### src/rtl/btn_event_fifo.sv
// Turns debounced button edges into a queue of {index, press} events behind a
// first-word-fall-through valid/ready FIFO. Define BTN_RELEASE_EVENTS_EN to also queue release events.
module btn_event_fifo #(
  parameter int BITS  = 16,
  parameter int DEPTH = 8
) (
  input  logic                     CLOCK,
  input  logic                     CPU_RESET,
  input  logic [BITS-1:0]          BTN_IN,
  output logic                     EVT_VALID,
  input  logic                     EVT_READY,
  output logic [$clog2(BITS)-1:0]  EVT_CODE,
  output logic                     EVT_PRESS,
  output logic [$clog2(DEPTH):0]   EVT_COUNT,
  output logic                     OVERFLOW,
  input  logic                     OVERFLOW_CLR
);

  localparam int CW = $clog2(BITS);
  localparam int PW = $clog2(DEPTH);
  localparam int EW = CW + 1;

  // Handshake: the head entry moves out on any rising edge where EVT_VALID and
  // EVT_READY are both high; EVT_CODE/EVT_PRESS hold steady while EVT_VALID && !EVT_READY.

  function automatic logic [CW-1:0] lowest_idx(input logic [BITS-1:0] v);
    logic [CW-1:0] r;
    r = '0;
    for (int i = BITS - 1; i >= 0; i--) begin
      if (v[i]) r = CW'(i);
    end
    return r;
  endfunction

  logic [BITS-1:0] btn_q;
  logic [BITS-1:0] pend_p_q, pend_p_d;
  logic [PW-1:0]   wr_ptr_q, wr_ptr_d;
  logic [PW-1:0]   rd_ptr_q, rd_ptr_d;
  logic [PW:0]     count_q, count_d;
  logic            ovf_q, ovf_d;
  logic [EW-1:0]   mem_q [DEPTH];

  logic [BITS-1:0] rise;
  logic [BITS-1:0] svc_p;
  logic            pop, full, can_push, push, lost;
  logic [EW-1:0]   push_data;

`ifdef BTN_RELEASE_EVENTS_EN
  logic [BITS-1:0] pend_r_q, pend_r_d;
  logic [BITS-1:0] fall;
  logic [BITS-1:0] svc_r;
`endif

  always_comb begin
    rise      = BTN_IN & ~btn_q;
    pop       = EVT_VALID & EVT_READY;
    full      = (count_q == (PW+1)'(DEPTH));
    can_push  = ~full | pop;
    // Isolate the lowest set pending bit; presses always win over releases.
    svc_p     = (can_push && (|pend_p_q)) ? (pend_p_q & (~pend_p_q + BITS'(1))) : '0;
    push_data = {lowest_idx(pend_p_q), 1'b1};
    lost      = |(rise & pend_p_q & ~svc_p);
    pend_p_d  = (pend_p_q & ~svc_p) | rise;
`ifdef BTN_RELEASE_EVENTS_EN
    fall      = ~BTN_IN & btn_q;
    svc_r     = (can_push && !(|pend_p_q) && (|pend_r_q)) ?
                (pend_r_q & (~pend_r_q + BITS'(1))) : '0;
    if (!(|pend_p_q)) push_data = {lowest_idx(pend_r_q), 1'b0};
    lost      = lost | (|(fall & pend_r_q & ~svc_r));
    pend_r_d  = (pend_r_q & ~svc_r) | fall;
    push      = (|svc_p) | (|svc_r);
`else
    push      = |svc_p;
`endif

    wr_ptr_d = push ? wr_ptr_q + PW'(1) : wr_ptr_q;
    rd_ptr_d = pop  ? rd_ptr_q + PW'(1) : rd_ptr_q;
    count_d  = count_q;
    if (push && !pop)      count_d = count_q + (PW+1)'(1);
    else if (pop && !push) count_d = count_q - (PW+1)'(1);

    if (lost)              ovf_d = 1'b1;
    else if (OVERFLOW_CLR) ovf_d = 1'b0;
    else                   ovf_d = ovf_q;
  end

  always_ff @(posedge CLOCK) begin
    if (CPU_RESET) begin
      btn_q    <= BTN_IN;
      pend_p_q <= '0;
      wr_ptr_q <= '0;
      rd_ptr_q <= '0;
      count_q  <= '0;
      ovf_q    <= 1'b0;
    end else begin
      btn_q    <= BTN_IN;
      pend_p_q <= pend_p_d;
      wr_ptr_q <= wr_ptr_d;
      rd_ptr_q <= rd_ptr_d;
      count_q  <= count_d;
      ovf_q    <= ovf_d;
    end
  end

`ifdef BTN_RELEASE_EVENTS_EN
  always_ff @(posedge CLOCK) begin
    if (CPU_RESET) pend_r_q <= '0;
    else           pend_r_q <= pend_r_d;
  end
`endif

  // Storage needs no reset: the outputs are gated by EVT_VALID.
  always_ff @(posedge CLOCK) begin
    if (!CPU_RESET && push) mem_q[wr_ptr_q] <= push_data;
  end

  assign EVT_VALID = (count_q != '0);
  assign EVT_COUNT = count_q;
  assign EVT_CODE  = EVT_VALID ? mem_q[rd_ptr_q][EW-1:1] : '0;
  assign EVT_PRESS = EVT_VALID ? mem_q[rd_ptr_q][0] : 1'b0;
  assign OVERFLOW  = ovf_q;

endmodule

### config.mk
export PLATFORM = sky130hd
export DESIGN_NAME = btn_event_fifo
export DESIGN_NICKNAME = d
export VERILOG_FILES = /design/src/rtl/btn_event_fifo.sv
export SDC_FILE = /design/constraint.sdc
export NUM_CORES = 1
export LEC_CHECK = 0
export CELL_PAD_IN_SITES_DETAIL_PLACEMENT = 1
export CELL_PAD_IN_SITES_GLOBAL_PLACEMENT = 1
export CORE_MARGIN = 4
export CORE_UTILIZATION = 30
export CTS_BUF_LIST = sky130_fd_sc_hd__clkbuf_16
export DETAILED_ROUTE_END_ITERATION = 8
export GPL_TIMING_DRIVEN = 0
export HOLD_SLACK_MARGIN = 0.15
export PLACE_DENSITY = 0.6
export SLEW_MARGIN = 30
export SYNTH_ARGS = -nofsm -noshare
export SYNTH_HDL_FRONTEND = slang
export SYNTH_SLANG_ARGS = --single-unit
### constraint.sdc
create_clock -name CLOCK -period 5.55 [get_ports CLOCK]
set_input_delay 1.11 -clock CLOCK [delete_from_list [all_inputs] [get_ports CLOCK]]
set_output_delay 1.11 -clock CLOCK [all_outputs]
set_load 0.01 [all_outputs]
; Word level (Yosys, flattened, before mapping)
; Memories as Yosys holds them, arrays and structs flattened. A register that Yosys moved wholly into a read port is not among the register bits.
; Cells that the tools add are included.
; W data, S select, Z words.
[word_totals]
mem_count = 1
out_inout_bits = 11
elab_cells = 65
ram_bits = 32
inputBits = 20
reg_bits = 43
[classes]
bitwise_logic = 12
n_reduce_logical = 13
n_eq_ne = 1
n_addsub = 5
mux = 27
[mem_list]
columns = name, words, width, rd, rd_ports_with_merged_regs, wr, line_no
row1 = mem_q, 8, 4, 1, 1, 1, 41  ; logic [EW-1:0] mem_q [DEPTH];
[ops]
columns = cell, count
row1 = $and A16 B16 Y16, 5
row2 = $mux W4, 19
row3 = $not A16 Y16, 3
row4 = $reduce_or A16 Y1, 3
row5 = $add A16 B1 Y16 const B, 1
row6 = $mux W16, 1
row7 = $or A16 B16 Y16, 1
row8 = $add A3 B1 Y3 const B, 2
row9 = $mux W3, 2
row10 = $mux W1, 5
row11 = $add A4 B1 Y4 const B, 1
row12 = $eq A4 B4 Y1 const B, 1
row13 = $logic_and A1 B1 Y1, 4
row14 = $reduce_bool A2 Y1, 2
row15 = $reduce_bool A4 Y1, 1
row16 = $sub A4 B1 Y4 const B, 1
row17 = $logic_not A1 Y1, 3
row18 = $and A1 B1 Y1, 1
row19 = $not A1 Y1, 1
row20 = $or A1 B1 Y1, 1

; Longest topological paths before layout
[logic_depth]
word_depth = 16
mapped_depth = 13
ltp_nobuf = 12

; Worst setup path after synthesis
; OpenSTA, ideal clock, no wires.
[synth_timing]
kind = input to register
start = in EVT_READY
end = reg count_q[3], in the netlist EVT_COUNT[3]
path_stages = 12
setup_slack_ps = 2381
setup_time_ps = 70
arrival_ps = 3099
t_required_ps = 5480
cell_sequence = nand2b_1 nor2_1 or2_1 inv_2 ha_1 inv_1 ha_1 a21o_1 a21oi_1 xnor2_1 or3_1 a21oi_1
[synth_via]
elab_chain_len = 8
elab_cells_between_ends = 11
classes_between = 2 x mux / 2 x bitwise / 7 x reduce/logical
[synth_lines]
columns = item, line_no
row1 = start: declaration, 11  ; input logic EVT_READY,
row2 = $and A1 B1 Y1 *, 56  ; pop = EVT_VALID & EVT_READY;
row3 = $or A1 B1 Y1, 58  ; can_push = ~full | pop;
row4 = $logic_and A1 B1 Y1, 60  ; svc_p = (can_push && (|pend_p_q)) ? (pend_p_q & (~pend_p_q + BITS'(1))) : '0;
row5 = $mux W16, 60
row6 = $reduce_or A16 Y1, 73  ; push = |svc_p;
row7 = $logic_not A1 Y1, 80  ; else if (pop && !push) count_d = count_q - (PW+1)'(1);
row8 = $logic_and A1 B1 Y1, 80
row9 = $reduce_bool A2 Y1 (no source line), -
row10 = end signal: assignment, 100  ; count_q <= count_d;
row11 = end: declaration, 39  ; logic [PW:0] count_q, count_d;
; Mark *: on every way between the ends. The rest lies on a longest branch, timed or not.
; A chain may end at the register's enable or synchronous reset.

; Worst setup path in the final report
; Same ends and word-level chain as after synthesis.

==> results.tsv <==
metric	value	unit
ctsResizeCount	0	
ys_warn_count	0	
ios	31	
yosysUniqueCellTypes	46	
port_buffers	30	
path_class	in2reg	
cts_buffers	9	
combinationalPowerShare	25.9	%
postRouteAntennaNets	0	
worstPathRequired	5.82	ns
ys_seq_area_share	58.5	%
post_cts_buffers	0	
p_clk_share	35.8	%
n_antenna_cell	0	
root_buffer	clkbuf_16	
wl_per_cell	15.4	um
grt_overflow	0	
max_slew_margin	53.6	%
peakVddDrop	155	uV
synth-edff-count	32	
fin_crit	3.72	ns
tns	0	ns
drc	0	
p_leak	1.43	nW
yosysTopAreaCellShare	29.8	%
antenna_found_initial	0	
status	completed	
critPathLaunchType	input pin	
fmax	0.269	GHz
routed_wl	7040	um
area_growth	25.7	%
gp_congestion	0.705	
netSwitchingFraction	27.9	%
rsz0062_at_grt	no	
setup_viol	0	
fin_nets	341	
core_area	10400	um2
die_height	112	um
vias	2179	
grt_pass1_wl	11600	um
cts_sinks	78	
clk_latency	0.33	ns
synthesis.instances	274	
worstHoldPathType	reg2reg	
placed_area	3690	um2
n_fill_cell	1121	
postSynth.asyncResetShare	0	%
grtUsageTotal	12.0	%
drive_gt1_share	13.8	%
first_global_vias	2252	
final_hold_viol_count	0	
tightest_slew	0.697	ns
dieWidth	112	um
netSwitchingPower	0.000524	W
fp.dieArea	12500	um2
crit_fanout	7	
first_pass_iters	4	
clockBufferDepth	2	
finalCritPeriodShare	67.1	%
seqPwrFrac	38.2	%
grt_max_degree	15	
htree_num_levels	3	
worstPathArrival	3.99	ns
p_int	0.00136	W
cts.clk_slew.worst_paths	0.06	ns
cts_tree	done	
avgSynthCellArea	11.7	um2
finalInstanceArea	4050	um2
yosysTopAreaCell	edfxtp_1	
hpwl	5170	um
holdBufCountCts	0	
cp-end-kind	flop	
core.rowCount	37	
ys.flop_type	dfxtp_1	
drt_iter0_drc	85	
clock_skew	0.00631	ns
syn_area	3220	um2
vias_per_cell	4.78	
synth.net_count	300	
rrSetupSlack	2.32	ns
start_util	31.0	%
finalMaxSlewViolations	0	
power.density	464	nW/um2
maxCapViolCount	0	
synth_area_leaders	edfxtp_1 (30%), dfxtp_1 (29%), mux4_2 (5.6%)	
synth_seq_cells	78	
==> cell usage after synthesis, types with 2 or more instances <==
| master | n |
|---|---|
| mux2i_1 | 5 |
| a21oi_1 | 26 |
| clkbuf_1 | 5 |
| xnor2_1 | 3 |
| nor3_1 | 9 |
| or2_2 | 3 |
| dfxtp_1 | 46 |
| edfxtp_1 | 32 |
| buf_4 | 2 |
| mux4_2 | 8 |
| ha_1 | 5 |
| nand2_1 | 11 |
| o21ai_0 | 10 |
| o41ai_1 | 2 |
| xor2_1 | 4 |
| nand3_1 | 2 |
| nor2_1 | 34 |
| or3_1 | 4 |
| nor4_1 | 4 |
| inv_1 | 6 |
| nor2b_1 | 4 |
| buf_6 | 2 |
| o22ai_1 | 3 |
| or4_4 | 4 |
| o211ai_1 | 3 |
| nand2b_1 | 17 |
==> worst max-delay path: stages <==
cell             delay (ns)
clkdlybuf4s50_1        0.47
nand2b_1               0.26
nor2_1                 0.36
or2_1                  0.25
inv_2                  0.09
ha_1                   0.21
inv_1                  0.12
ha_1                   0.24
a21o_1                 0.17
a21oi_1                0.18
xnor2_1                0.09
or3_1                  0.30
a21oi_1                0.14
==> layer usage <==
metal	wire length (um)	GRT usage, %
met1	3390	15.8
met2	3260	18.7
met3	247	2.66
met4	142	5.60
met5	0	0
==> area by class of cell <==
cell class	count	area (um2)	area share (%)
Multi-Input combinational cell	178	1250	31.0
Timing Repair Buffer	30	300	7.42
Tap cell	136	170	4.20
Inverter	7	26.3	0.649
Sequential cell	78	1880	46.5
Buffer	11	66.3	1.64
Clock buffer	9	225	5.56
Clock inverter	7	123	3.03
==> worst paths after layout <==
kind / from / endpoint / depth (start not counted)
max: EVT_READY / EVT_COUNT[3]$_SDFFE_PP0P_ / 13
min: btn_q[5]$_DFF_P_ / pend_p_q[5]$_SDFF_PP0_ / 2
max reg2reg: pend_p_q[2]$_SDFF_PP0_ / EVT_COUNT[3]$_SDFFE_PP0P_ / 13
min reg2reg: btn_q[5]$_DFF_P_ / pend_p_q[5]$_SDFF_PP0_ / 2
==> placed cells by master (no fill, tap or decap), drive strengths merged, types with 2 or more instances in the layout <==
master         count
or2                4
nor2b              4
edfxtp            32
or3                4
buf                5
nor2              34
mux2i              5
o22ai              3
clkinvlp           2
nand2             11
bufinv             3
clkinv             2
a21oi             26
o41ai              4
dfxtp             46
ha                 5
o211ai             3
or4                4
o21ai             11
nor4               5
xnor2              3
clkbuf            15
clkdlybuf4s50     30
xor2               4
mux4               8
nor3               9
inv                7
nand3              2
nand2b            18
==> metrics by stage <==
stage               util [%]  hold WS, ns  setup WS (ns)  power, W  cells
CTS                     38.9        0.504           1.85   0.00191    456
floorplan                  -        0.449           2.38   0.00104    274
global route            39.0        0.525           1.63   0.00199    456
finish                  39.0        0.502           1.83   0.00188    456
global placement        35.6        0.469           1.58   0.00120    440
detailed placement      35.6        0.471           1.51   0.00122    440
==> cells by family after synthesis <==
logic type               count (synthesis)  synth area share, %
AO/OA/AOI/OAI                           54                 10.8
XOR/XNOR                                 7                 1.90
adder cells (fa/ha/maj)                  6                 2.57
buffers and inverters                   18                 2.88
flip-flops                              78                 58.5
multiplexers                            13                 7.15
AND/OR/NAND/NOR                         98                 16.3
==> state kept, by name (all words and copies together), names as in the netlist, named ones only <==
signal     flops
wr_ptr_q       3
OVERFLOW       1
EVT_COUNT      4
rd_ptr_q       3
btn_q         16
mem_q         32
pend_p_q      16
==> power by group through the flow <==
stage	clock, W	combinational [W]	sequential (W)
floorplan	0	0.000316	0.000723
global placement	0	0.000474	0.000727
detailed placement	0	0.000490	0.000732
CTS	0.000693	0.000495	0.000720
global route	0.000719	0.000540	0.000729
finish	0.000674	0.000487	0.000719
No activity file was read; power rests on OpenSTA's default activity.
